`src/rtl/dotnos_scan_ctrl.sv`:
```
// Raster sequencer for the store-line number column: walks LABELS two-digit labels,
// addresses the digit-glyph ROM and streams one pixel per accepted beat.
module dotnos_scan_ctrl #(
    parameter int LABELS   = 32,
    parameter bit BLANK_LZ = 1'b1
) (
    input  logic       clk,
    input  logic       reset,
    input  logic       frame_start,
    input  logic       hl_en,
    input  logic [6:0] hl_line,
    output logic [3:0] rom_x,
    output logic [3:0] rom_y,
    output logic [3:0] rom_no,
    input  logic       rom_pixel,
    output logic       pix_valid,
    input  logic       pix_ready,
    output logic       pix_data,
    output logic       pix_eol,
    output logic       pix_eof,
    output logic       busy
);

    localparam int             RW       = 11;
    localparam logic [RW-1:0]  LAST_ROW = RW'(LABELS * 16 - 1);
    localparam logic [6:0]     LABELS7  = 7'(LABELS);

    typedef enum logic [1:0] {S_IDLE, S_RUN, S_DRAIN} state_t;

    state_t        state, state_nx;
    logic [RW-1:0] r;
    logic [4:0]    c;
    logic [3:0]    tens, ones;
    logic          hl_on_q;
    logic [6:0]    hl_line_q;
    logic          hl_on, hl_match, blank, pixel, load, last_pix;
    logic [6:0]    hl_sel;

    assign rom_x  = c[3:0];
    assign rom_y  = r[3:0];
    assign rom_no = c[4] ? ones : tens;

    // The first pixel is loaded on the accepting edge itself, so the live
    // highlight inputs apply until they are latched.
    assign hl_on    = (state == S_IDLE) ? (hl_en && (hl_line < LABELS7)) : hl_on_q;
    assign hl_sel   = (state == S_IDLE) ? hl_line : hl_line_q;
    assign hl_match = hl_on && (r[RW-1:4] == hl_sel);
    assign blank    = BLANK_LZ && !c[4] && (tens == 4'd0);
    assign pixel    = (rom_pixel && !blank) ^ hl_match;
    assign last_pix = (r == LAST_ROW) && (c == 5'd31);
    assign load     = (state == S_RUN) && (!pix_valid || pix_ready);

    always_ff @(posedge clk or posedge reset) begin
        if (reset) begin
            state <= S_IDLE;
        end else begin
            state <= state_nx;
        end
    end

    always_comb begin
        state_nx = state;
        case (state)
            S_IDLE:  if (frame_start) state_nx = S_RUN;
            S_RUN:   if (load && last_pix) state_nx = S_DRAIN;
            S_DRAIN: if (pix_ready) state_nx = S_IDLE;
            default: state_nx = S_IDLE;
        endcase
    end

    // Counters sit at zero whenever the sequencer is idle, so the ROM is
    // already presenting pixel (0,0) when a frame request arrives.
    always_ff @(posedge clk or posedge reset) begin
        if (reset) begin
            r         <= '0;
            c         <= '0;
            tens      <= '0;
            ones      <= '0;
            hl_on_q   <= 1'b0;
            hl_line_q <= '0;
            pix_valid <= 1'b0;
            pix_data  <= 1'b0;
            pix_eol   <= 1'b0;
            pix_eof   <= 1'b0;
            busy      <= 1'b0;
        end else begin
            busy <= (state_nx != S_IDLE);
            case (state)
                S_IDLE: begin
                    if (frame_start) begin
                        hl_on_q   <= hl_on;
                        hl_line_q <= hl_line;
                        pix_valid <= 1'b1;
                        pix_data  <= pixel;
                        pix_eol   <= 1'b0;
                        pix_eof   <= 1'b0;
                        r         <= '0;
                        c         <= 5'd1;
                        tens      <= '0;
                        ones      <= '0;
                    end
                end
                S_RUN: begin
                    if (load) begin
                        pix_valid <= 1'b1;
                        pix_data  <= pixel;
                        pix_eol   <= (c == 5'd31);
                        pix_eof   <= last_pix;
                        if (last_pix) begin
                            r    <= '0;
                            c    <= '0;
                            tens <= '0;
                            ones <= '0;
                        end else begin
                            c <= c + 5'd1;
                            if (c == 5'd31) begin
                                r <= r + RW'(1);
                                if (r[3:0] == 4'd15) begin
                                    if (ones == 4'd9) begin
                                        ones <= 4'd0;
                                        tens <= tens + 4'd1;
                                    end else begin
                                        ones <= ones + 4'd1;
                                    end
                                end
                            end
                        end
                    end
                end
                S_DRAIN: begin
                    if (pix_ready) begin
                        pix_valid <= 1'b0;
                    end
                end
                default: begin
                    pix_valid <= 1'b0;
                end
            endcase
        end
    end

endmodule

```
`config.mk`:
```
export PLATFORM = sky130hd
export DESIGN_NAME = dotnos_scan_ctrl
export DESIGN_NICKNAME = d
export VERILOG_FILES = /design/src/rtl/dotnos_scan_ctrl.sv
export SDC_FILE = /design/constraint.sdc
export NUM_CORES = 1
export LEC_CHECK = 0
export ABC_AREA = 1
export CAP_MARGIN = 10
export CORE_ASPECT_RATIO = 0.6
export CORE_UTILIZATION = 45
export DETAILED_ROUTE_END_ITERATION = 8
export PLACE_DENSITY_LB_ADDON = 0.12
export SYNTH_ARGS = -nofsm -noshare
export SYNTH_HDL_FRONTEND = slang
export SYNTH_SLANG_ARGS = --single-unit
```
`constraint.sdc`:
```
create_clock -name clk -period 3.6 [get_ports clk]
set_input_delay 0.54 -clock clk [delete_from_list [all_inputs] [get_ports clk]]
set_output_delay 0.54 -clock clk [all_outputs]
set_load 0.01 [all_outputs]
```
==> flow_summary_export.csv <==
group,metric,value,unit
run_status,status,"completed",
routing,wl_per_cell,13.9,um
logic_synthesis,synth-seq-area-share,0.418,
clock_network,htree_levels,2,
routing,vias,2023,
global_route,overflow,0,
job,max_cap_violations,0,
finish,nNetsFinal,356,
worst_setup_path,cp_max_fo,16,
worst_setup_path,critical_path.top_delay_family,"simple AND/OR/NAND/NOR gates",
logic_synthesis,synth_flop_cell,"dfrtp_1",
finish,final_core_util,0.571,
routing,drcViolationCount,0,
floorplanning,rows,19,
finish,antennaDiodeCount,0,
power,swShare,0.322,
global_route,met3_usage,0.0564,
timing,slew_headroom,0.619,
power,power.leakage,1.37,nW
floorplanning,io_pins,30,
power,pwr-share-comb,0.287,
clock_network,worstSkewPairLatency,0.29,ns
finish,stdcell_count,400,
timing,slew_viol_final,0,
clock_network,cts_tree,"built",
logic_synthesis,yosysTopAreaCell,"dfrtp_1",
clock_network,hold_buffers,0,
logic_synthesis,yosysMostFrequentCell,"nand2_1",
clock_network,cts_resized,0,
logic_synthesis,synthCells,311,
logic_synthesis,synth_edf_count,0,
global_route,antenna_found_initial,0,
place,placedCellCount,392,
finish,layout-drive-gt1-share,0.0861,
logic_synthesis,synth.net_count,331,
logic_synthesis,synth_top_area_share,0.418,
clock_network,numCtsBuffers,5,
power,peakVddDrop,289,uV
min_path,hold_class,"reg2reg",
logic_synthesis,synth_common_cells,"nand2_1 (88), inv_1 (41), dfrtp_1 (39)",
timing,setup_viol,0,
floorplanning,initial_core_util,0.489,
floorplanning,die_h,57.8,um
timing,clock.fmax,0.444,GHz
power,power_density,472,nW/um2
clock_network,cts_setup_buffers,0,
worst_setup_path,cp-end-kind,"register",
routing,drt_pass1_iterations,4,
routing,drtIter0Drc,153,
global_route,busiest_layer,"met1",
timing,hold_viol_final,0,
global_route,grt_use_total,0.223,
worst_setup_path,required,3.78,ns
worst_setup_path,max_stage_delay,0.48,ns
clock_network,cts_root_buf,"clkbuf_8",
power,seqPwrFrac,0.460,
timing,period_needed,2.25,ns
worst_setup_path,setup.worst_path.start_class,"register",
finish,areaGrowthSynthToFinish,16.9,%
worst_setup_path,crit_buf_inv,1,
timing,clock_skew,0.00649,ns
place,gp_congestion,0.805,
floorplanning,core-area,4780,um2
global_route,grt_pass1_wl,9150,um
finish,postLayoutCellArea,2730,um2
timing,rsz0062_at_grt,"false",
power,clkPwrFrac,0.253,
logic_synthesis,syn_area_per_cell,7.51,um2
clock_network,clkTransAtPathRegs,0.07,ns
worst_setup_path,worstSetupPathType,"reg2reg",
place,io_buffers,29,
worst_setup_path,path_cells,"nor2_2 -> nand2_2 -> nand2_4 -> nand2_4 -> clkinv_2 -> nand4_2 -> nor2_2 -> xor2_1 -> nor2_1",
timing,worst_slew_pin_slew,0.571,ns
global_route,grt_pass1_vias,1854,
logic_synthesis,synthArstFlopShare,1.00,
logic_synthesis,synth.distinct_cells,32,
timing,fin_crit_sh,0.626,
global_route,grtUsageMet2,0.272,
routing,avgViaCountPerCell,5.06,
logic_synthesis,yosysWarnings,0,
routing,wirelength,5580,um
floorplanning,dieArea,5490,um2
clock_network,clk_path_buf_depth,2,
logic_synthesis,syn_area,2330,um2
global_route,use_met1,0.371,
place,dpl.hpwl,4200,um
timing,final.setup.tns,0,ns
logic_synthesis,ys_ff_latch,39,
place,placed_area,2630,um2
global_route,grt_max_degree,40,
power,p_sw,0.415,mW
routing,drtAntennaViolNets,0,
floorplanning,die_x,95.0,um
logic_synthesis,yosys-top-cells-area,"dfrtp_1 (42%), nand2_1 (14%), inv_1 (6.6%)",
worst_setup_path,crit_slowest_cell,"nor2_2",
power,intPower,0.873,mW
clock_network,cts.sinks,39,
worst_setup_path,cp.arrival,2.43,ns
## per-layer routing
layer,up-vias,share of wire,routed length [um]
met5,-,0,0
met4,0,0.0072,40
met3,5,0.056,313
met2,45,0.36,2020
met1,939,0.57,3200
li1,1034,-,-
## state kept, by name (all words and copies together), names as in the netlist, 2 cells and up
register and count:
r 11, c 5, tens 4, state 2
hl_line_q 7, ones 4
## worst register-to-register path: cells and delay by family (launching register included)
family,cells,cell delay (ns)
simple gates,7,1.43
flops,1,0.46
xor+xnor,1,0.15
buf+inv,1,0.10
## placed cells by master (no fill, tap or decap), types with 2 or more instances in the layout
cell,Yosys,final
inv_1,41,41
dfrtp_1,39,39
clkdlybuf4s50_1,0,29
nand3_1,28,28
nand2_1,88,88
nor3_1,3,3
xor2_1,7,7
ha_1,7,7
nor3b_1,2,2
nor2_1,18,18
nand2_2,4,4
nor2_2,3,3
nand2_4,2,2
nor2_4,2,2
a21oi_1,8,8
inv_2,5,5
clkbuf_8,0,7
o21ai_0,22,22
o21a_1,2,2
a32o_1,2,2
nand4_1,4,4
nand4_2,2,2
## power groups by stage
stage | clock network (mW) | registers, mW | logic [mW]
after global placement | 0 | 0.593 | 0.365
final | 0.326 | 0.592 | 0.370
after detailed placement | 0 | 0.596 | 0.370
after global routing | 0.358 | 0.603 | 0.412
after floorplan | 0 | 0.567 | 0.259
after CTS | 0.337 | 0.590 | 0.374
## stage by stage
| stage | hold WS [ns] | setup WS (ns) | total power [mW] |
|---|---|---|---|
| after global routing | 0.509 | 1.10 | 1.37 |
| after detailed placement | 0.469 | 1.35 | 0.967 |
| after CTS | 0.494 | 1.33 | 1.30 |
| final | 0.488 | 1.35 | 1.29 |
| after global placement | 0.467 | 1.38 | 0.958 |
| after floorplan | 0.449 | 1.86 | 0.827 |
## cell families after synthesis
| family | after synthesis | synth area share |
|---|---|---|
| compound gates | 37 | 0.0874 |
| flops | 39 | 0.418 |
| fa+ha+maj | 7 | 0.0375 |
| simple gates | 161 | 0.318 |
| buf+inv | 60 | 0.113 |
| xor+xnor | 7 | 0.0263 |
## final timing paths
check                                          from                       end  slack, ns  cells after the start
worst max register to register   state[1]$_DFF_PP0_          r[7]$_DFFE_PP0P_       1.35                      9
max in group asynchronous                     reset       ones[3]$_DFFE_PP0P_       2.57                      3
worst min-delay path            ones[3]$_DFFE_PP0P_       ones[3]$_DFFE_PP0P_       0.49                      1
min in group asynchronous                     reset  hl_line_q[5]$_DFFE_PP0P_       0.67                      3
worst min register to register  ones[3]$_DFFE_PP0P_       ones[3]$_DFFE_PP0P_       0.49                      1
worst max-delay path             state[1]$_DFF_PP0_          r[7]$_DFFE_PP0P_       1.35                      9
## cell type report
class	count	area (um2)
flip-flops and latches	39	976
fillers	466	2050
well taps	63	78.8
clock buffers	8	100
multi-input cells	212	1090
inverters	48	181
repair buffers	30	298
Note: power is estimated with default switching activity, not from simulation.
